[config.mk]
export PLATFORM = sky130hd
export DESIGN_NAME = ili_rd_ctrl
export DESIGN_NICKNAME = d
export VERILOG_FILES = /design/src/rtl/ili_rd_ctrl_pkg.sv /design/src/rtl/ili_sck_gen.sv /design/src/rtl/ili_rd_ctrl.sv
export SDC_FILE = /design/constraint.sdc
export NUM_CORES = 1
export LEC_CHECK = 0
export CAP_MARGIN = 10
export CORE_UTILIZATION = 50
export CTS_BUF_LIST = sky130_fd_sc_hd__clkbuf_8
export DETAILED_ROUTE_END_ITERATION = 8
export GPL_TIMING_DRIVEN = 0
export PLACE_DENSITY = 0.84
export SYNTH_ARGS = -nofsm -noshare
export SYNTH_HDL_FRONTEND = slang
export SYNTH_SLANG_ARGS = --single-unit
[constraint.sdc]
create_clock -name clk -period 1.86 [get_ports clk]
set_input_delay 0.279 -clock clk [delete_from_list [all_inputs] [get_ports clk]]
set_output_delay 0.279 -clock clk [all_outputs]
set_load 0.05 [all_outputs]
[src/rtl/ili_rd_ctrl_pkg.sv]
// Shared types and constants for the ILI9341 SPI read path.
package ili_rd_ctrl_pkg;

  typedef enum logic [2:0] {
    IDLE,
    SETUP,
    CMD,
    DUMMY,
    DATA,
    HOLD,
    DONE
  } rd_state_t;

  localparam logic [7:0] RDDID = 8'h04;
  localparam logic [7:0] RDDST = 8'h09;
  localparam logic [7:0] RDID1 = 8'hDA;
  localparam logic [7:0] RDID2 = 8'hDB;
  localparam logic [7:0] RDID3 = 8'hDC;

  localparam logic HIGH = 1'b1;
  localparam logic LOW  = 1'b0;
  localparam logic ON   = 1'b1;
  localparam logic OFF  = 1'b0;

  // A request for zero bytes still reads one; anything above the limit saturates.
  function automatic logic [2:0] clamp_nbytes(input logic [2:0] req, input logic [2:0] max_bytes);
    if (req == 3'd0) return 3'd1;
    if (req > max_bytes) return max_bytes;
    return req;
  endfunction

endpackage

[src/rtl/ili_sck_gen.sv]
// SPI serial clock divider: registered SCK level plus combinational strobes that
// flag the clk edge on which SCK is about to rise or fall. Shared with the write path.
module ili_sck_gen #(
  parameter int CLK_DIV = 2
) (
  input  logic clk,
  input  logic rst,
  input  logic en,
  input  logic clr,
  output logic sck,
  output logic sck_rise,
  output logic sck_fall
);

  localparam int DW = (CLK_DIV > 1) ? $clog2(CLK_DIV) : 1;

  logic [DW-1:0] div_cnt;
  logic          wrap;

  assign wrap     = en && (div_cnt == DW'(CLK_DIV - 1));
  assign sck_rise = wrap && !sck;
  assign sck_fall = wrap && sck;

  // Each SCK half-period starts low with a fresh count, so a bit is low-then-high.
  always_ff @(posedge clk) begin
    if (rst || clr || !en) begin
      div_cnt <= '0;
      sck     <= 1'b0;
    end else if (wrap) begin
      div_cnt <= '0;
      sck     <= ~sck;
    end else begin
      div_cnt <= div_cnt + DW'(1);
    end
  end

endmodule

[src/rtl/ili_rd_ctrl.sv]
// ILI9341 4-wire SPI read engine: sends a command byte, optionally one dummy
// clock, then shifts in 1..MAX_BYTES response bytes from SDO, MSB first.
module ili_rd_ctrl
  import ili_rd_ctrl_pkg::*;
#(
  parameter int CLK_DIV      = 2,
  parameter int CS_SETUP_CYC = 1,
  parameter int CS_HOLD_CYC  = 1,
  parameter int MAX_BYTES    = 4
) (
  input  logic                   clk,
  input  logic                   rst,
  input  logic                   i_rd_req,
  input  logic [7:0]             i_rd_cmd,
  input  logic [2:0]             i_rd_nbytes,
  input  logic                   i_rd_dummy,
  input  logic                   i_spi_miso,
  output logic                   o_spi_csx,
  output logic                   o_spi_dcx,
  output logic                   o_spi_sck,
  output logic                   o_spi_mosi,
  output logic [8*MAX_BYTES-1:0] o_rd_data,
  output logic                   o_rd_valid,
  output logic                   o_busy
);

  localparam int DATA_W  = 8 * MAX_BYTES;
  localparam int CNT_W   = $clog2(8 * MAX_BYTES + 1);
  localparam int CYC_MAX = (CS_SETUP_CYC > CS_HOLD_CYC) ? CS_SETUP_CYC : CS_HOLD_CYC;
  localparam int CYC_W   = (CYC_MAX > 1) ? $clog2(CYC_MAX) : 1;

  rd_state_t          state, state_n;
  logic [CNT_W-1:0]   bit_cnt, bit_cnt_n;
  logic [CNT_W-1:0]   nbits, nbits_n;
  logic [CNT_W-1:0]   req_nbits;
  logic [CYC_W-1:0]   cyc_cnt, cyc_cnt_n;
  logic [6:0]         cmd_sh, cmd_sh_n;
  logic [DATA_W-1:0]  data_sh, data_sh_n;
  logic [DATA_W-1:0]  rd_data_n;
  logic               dummy, dummy_n;
  logic               csx_n, dcx_n, mosi_n, rd_valid_n, busy_n;
  logic               sck_en, sck_rise, sck_fall;

  assign req_nbits = CNT_W'({clamp_nbytes(i_rd_nbytes, 3'(MAX_BYTES)), 3'b000});
  assign sck_en    = (state == CMD) || (state == DUMMY) || (state == DATA);

  ili_sck_gen #(
    .CLK_DIV (CLK_DIV)
  ) u_sck_gen (
    .clk      (clk),
    .rst      (rst),
    .en       (sck_en),
    .clr      (state_n != state),
    .sck      (o_spi_sck),
    .sck_rise (sck_rise),
    .sck_fall (sck_fall)
  );

  always_ff @(posedge clk) begin
    if (rst) begin
      state      <= IDLE;
      bit_cnt    <= '0;
      nbits      <= '0;
      cyc_cnt    <= '0;
      cmd_sh     <= '0;
      data_sh    <= '0;
      dummy      <= 1'b0;
      o_spi_csx  <= HIGH;
      o_spi_dcx  <= HIGH;
      o_spi_mosi <= LOW;
      o_rd_data  <= '0;
      o_rd_valid <= OFF;
      o_busy     <= OFF;
    end else begin
      state      <= state_n;
      bit_cnt    <= bit_cnt_n;
      nbits      <= nbits_n;
      cyc_cnt    <= cyc_cnt_n;
      cmd_sh     <= cmd_sh_n;
      data_sh    <= data_sh_n;
      dummy      <= dummy_n;
      o_spi_csx  <= csx_n;
      o_spi_dcx  <= dcx_n;
      o_spi_mosi <= mosi_n;
      o_rd_data  <= rd_data_n;
      o_rd_valid <= rd_valid_n;
      o_busy     <= busy_n;
    end
  end

  // MOSI moves on SCK fall edges so it is stable across every rise.
  always_comb begin
    state_n    = state;
    bit_cnt_n  = bit_cnt;
    nbits_n    = nbits;
    cyc_cnt_n  = cyc_cnt;
    cmd_sh_n   = cmd_sh;
    data_sh_n  = data_sh;
    dummy_n    = dummy;
    csx_n      = o_spi_csx;
    dcx_n      = o_spi_dcx;
    mosi_n     = o_spi_mosi;
    rd_data_n  = o_rd_data;
    rd_valid_n = OFF;
    busy_n     = o_busy;

    case (state)
      IDLE: begin
        if (i_rd_req) begin
          state_n   = SETUP;
          cmd_sh_n  = i_rd_cmd[6:0];
          nbits_n   = req_nbits;
          dummy_n   = i_rd_dummy;
          bit_cnt_n = '0;
          cyc_cnt_n = '0;
          data_sh_n = '0;
          rd_data_n = '0;
          csx_n     = LOW;
          dcx_n     = LOW;
          mosi_n    = i_rd_cmd[7];
          busy_n    = ON;
        end
      end
      SETUP: begin
        if (cyc_cnt == CYC_W'(CS_SETUP_CYC - 1)) begin
          state_n   = CMD;
          cyc_cnt_n = '0;
        end else begin
          cyc_cnt_n = cyc_cnt + CYC_W'(1);
        end
      end
      CMD: begin
        if (sck_fall) begin
          if (bit_cnt == CNT_W'(7)) begin
            state_n   = dummy ? DUMMY : DATA;
            bit_cnt_n = '0;
            dcx_n     = HIGH;
            mosi_n    = LOW;
          end else begin
            bit_cnt_n = bit_cnt + CNT_W'(1);
            mosi_n    = cmd_sh[6];
            cmd_sh_n  = {cmd_sh[5:0], 1'b0};
          end
        end
      end
      DUMMY: begin
        if (sck_fall) state_n = DATA;
      end
      DATA: begin
        if (sck_rise) data_sh_n = {data_sh[DATA_W-2:0], i_spi_miso};
        if (sck_fall) begin
          if (bit_cnt == nbits - CNT_W'(1)) begin
            state_n   = HOLD;
            bit_cnt_n = '0;
          end else begin
            bit_cnt_n = bit_cnt + CNT_W'(1);
          end
        end
      end
      HOLD: begin
        if (cyc_cnt == CYC_W'(CS_HOLD_CYC - 1)) begin
          state_n    = DONE;
          cyc_cnt_n  = '0;
          csx_n      = HIGH;
          rd_valid_n = ON;
          rd_data_n  = data_sh;
        end else begin
          cyc_cnt_n = cyc_cnt + CYC_W'(1);
        end
      end
      DONE: begin
        state_n = IDLE;
        busy_n  = OFF;
      end
      default: state_n = IDLE;
    endcase
  end

endmodule

==> metrics.csv <==
stage,metric,value,unit
run_status,status,"complete, but fails checks",
run_status,violations,design-rule violations,
placement,place_ws,-0.6575,ns
power_and_ir_drop,internal-power,2640,µW
power_and_ir_drop,p_seq_share,55.3,%
run,cap_violations,0,
finish,final_area,4323,µm²
power_and_ir_drop,p_switching,989.1,µW
drt,drt_iter0_drc,168,
drt,wl_per_cell,14.95,µm
hold_path,hold_path.class,flop to flop,
grt,grt_max_degree,19,
sta,fin_skew,0.009818,ns
clock_network,cts.path.max_buffers,2,
power_and_ir_drop,leakage,0.001680,µW
power_and_ir_drop,pwr-share-comb,9.5,%
logic_synthesis,synth_top_area_share,53.27,%
logic_synthesis,syn_inst,349,
critical_path,critPathLaunchType,flop,
critical_path,worst-path-buf-inv,1,
logic_synthesis,synth_cell_type_count,44,
logic_synthesis,synth_edf_count,0,
drt,firstDrtPassIters,9,
placement,dp_hpwl,5007,µm
finish,nFillCells,512,
critical_path,startpoint,o_busy,
placement,gp_congestion,0.8653,
sta,final.min_clock_period,1.807,ns
floorplan,start_util,52.94,%
sta,fmax,553.4,MHz
clock_network,path_clk_slew,0.09,ns
clock_network,cts_tree,built,
critical_path,cpPeakStageDelay,0.82,ns
grt,antenna_found_initial,0,
sta,finalSetupViolations,0,
drt,vias,2821,
floorplan,core_area,6459,µm²
critical_path,crit_type,flop to output pin,
clock_network,htree_levels,3,
floorplan,io_pins,54,
critical_path,cp_slowest_cell,clkdlybuf4s50_1,
critical_path,required,1.58,ns
critical_path,reg2reg_from,bit_cnt[5],
logic_synthesis,synthTopCellsByArea,"dfxtp_1, a22o_1, a22oi_1",
critical_path,arrival,1.53,ns
drt,viasPerCell,5.688,
logic_synthesis,syn_nets,367,
drt,ant_nets,0,
logic_synthesis,synth_area_per_cell,9.798,µm²
clock_network,ctsHoldBuffers,0,
sta,slew_viol_final,0,
critical_path,crit_path_max_fanout,3,
floorplan,rows,29,
clock_network,numCtsBuffers,9,
finish,syn_to_final_growth,26.42,%
critical_path,crit_path_end_kind,output pin,
grt,overflow,0,
finish,multi_input_area,1484,µm²
logic_synthesis,async_flop_share,0,%
sta,rsz0062_at_grt,yes,
sta,max-slew-margin-rel,64.92,%
hold_path,hold_start,nbits[4],
sta,worst_slack,0.05283,ns
finish,drive_gt1_share,11.22,%
power_and_ir_drop,power.share.clock,35.2,%
critical_path,cp_cell_sequence,clkdlybuf4s50_1,
power_and_ir_drop,power.density,839.5,nW/µm²
logic_synthesis,syn-cell-area,3420,µm²
floorplan,dieArea,7174,µm²
logic_synthesis,yosys_warnings,0,
clock_network,cts_root_buf,clkbuf_8,
floorplan,die_h,84.70,µm
clock_network,cts.sinks,91,
power_and_ir_drop,ir_drop,0.6071,mV
logic_synthesis,synth_top_area_cell,dfxtp_1,
logic_synthesis,ys_ff_latch,91,
placement,placed_cell_area,4038,µm²
power_and_ir_drop,swShare,27.25,%
sta,period_share,97.16,%
logic_synthesis,synth_top_flop_cell,dfxtp_1,
placement,port_buffers,52,
clock_network,clock_latency,0.36,ns
logic_synthesis,synth-seq-area-share,53.27,%
floorplan,die_x,84.70,µm
finish,seqCellArea,1827,µm²
sta,hold_violations,0,
drt,drt-total-wl,7416,µm
sta,worst_pin_slew,0.5254,ns
grt,track_usage,21.88,%
grt,grt_pass1_wl,12670,µm
finish,final_nets,432,
drt,drcViolationCount,2,
finish,antenna_cells,0,
critical_path,crit_family,buffers and inverters,
grt,first_global_vias,2724,
Yosys cell counts, types with 3 or more instances:
master     n
dfxtp_1   91
nor2_1    54
a22o_1    32
a22oi_1   32
a21oi_1   17
nand2_1   16
clkbuf_1  13
buf_2     10
a211oi_1   7
nand3_1    7
inv_1      6
mux2i_1    6
nor2b_1    4
nor3_1     4
a31oi_1    3
buf_6      3
nand2b_1   3
o21ai_0    3
o32ai_1    3
or3_1      3
cell type report:
class                      count  area share (%)
clock buffer                   9           2.865
clock inverter                 7           1.621
buffer                        26           3.329
tap                           77           2.229
multi-input combinational    226           34.33
inverter                       6          0.5210
sequential                    91           42.26
timing repair buffer          54           12.85
layout by cell type (no fill, tap or decap), types with 2 or more instances in the layout:
cell type and count:
nor3_1 4, clkbuf_8 9, nand3_1 7, nand2b_1 3
mux2i_1 6, ha_1 2, dlymetal6s2s_1 8, o21ai_0 3
buf_2 6, o21bai_1 2, a22o_1 32, a22oi_1 32
a21oi_1 17, nand2_1 16, inv_1 6, buf_4 3
nand3b_1 2, a31oi_1 2, a211oi_1 7, xnor2_1 2
nor2_1 53, buf_6 3, or3_1 3, a31o_2 2
clkdlybuf4s50_1 44, dfxtp_1 89, inv_6 2, a21boi_0 2
clkbuf_4 3, o32ai_1 3, clkbuf_1 12, clkinv_4 2
nor2b_1 4, nor3b_1 2
per-layer routing:
layer,share of wire [%],up-vias,track usage [%]
li1,-,1401,-
met1,47,1328,28.90
met2,47,83,34.29
met3,5.1,9,5.310
met4,1.3,0,9.399
met5,0,-,0
through the flow:
| step | setup TNS (ns) | hold slack [ns] | power (µW) | util (%) | cells |
|---|---|---|---|---|---|
| after floorplan | 0 | 0.4150 | 2278 | - | 349 |
| after global placement | -23.32 | 0.4448 | 2377 | 62.51 | 478 |
| after detailed placement | -23.26 | 0.4532 | 2386 | 62.51 | 478 |
| after CTS | -0.002639 | 0.4677 | 3641 | 66.00 | 496 |
| after global routing | -0.2104 | 0.4900 | 3780 | 66.93 | 496 |
| final | 0 | 0.4649 | 3629 | 66.93 | 496 |
power groups by stage:
stage               registers, µW  clock network (µW)  logic (µW)
floorplan                    2080                   0         198
global placement             2050                   0         324
detailed placement           2050                   0         332
CTS                          2010                1290         339
global route                 2010                1390         378
finish                       2010                1280         345
sequential cells by signal (all words and copies together), names as in the netlist, 3 cells and up:
name / cells
nbits: 3
cmd_sh: 7
state: 3
bit_cnt: 6
data_sh: 32
o_rd_data: 32
path summary, 6_finish.rpt:
check / end / slack (ns) / depth (start not counted)
hold / removal: nbits[4] / 0.46 / 2
setup reg to reg: bit_cnt[3] / 0.07 / 5
hold reg to reg: nbits[4] / 0.46 / 2
setup / recovery: o_busy / 0.05 / 1
kinds of logic (layout without fill, tap and decap cells):
logic type | Yosys count | count (layout) | synth area share, %
adder cells (fa/ha/maj) | 2 | 2 | 0.7317
buffers and inverters | 32 | 102 | 4.537
multiplexers | 6 | 6 | 1.756
AO/OA/AOI/OAI | 107 | 107 | 23.27
flip-flops | 91 | 91 | 53.27
XOR/XNOR | 4 | 4 | 1.464
AND/OR/NAND/NOR | 107 | 107 | 14.97
timing repair:
item,in CTS,in global routing
resized for setup,4,22
endpoints found under the hold margin,0,0
buffers inserted,2,0
pin swaps,1,1
gates cloned,0,0
endpoints found under the setup margin,34,83
worst register-to-register path, cell delays in order, from the launching register on:
cell and delay [ns]:
dfxtp_1 0.44, xor3_1 0.46, nor4_2 0.32, o22ai_2 0.19, a21oi_1 0.18, o32ai_1 0.09
Note: power is estimated with default switching activity, not from simulation.
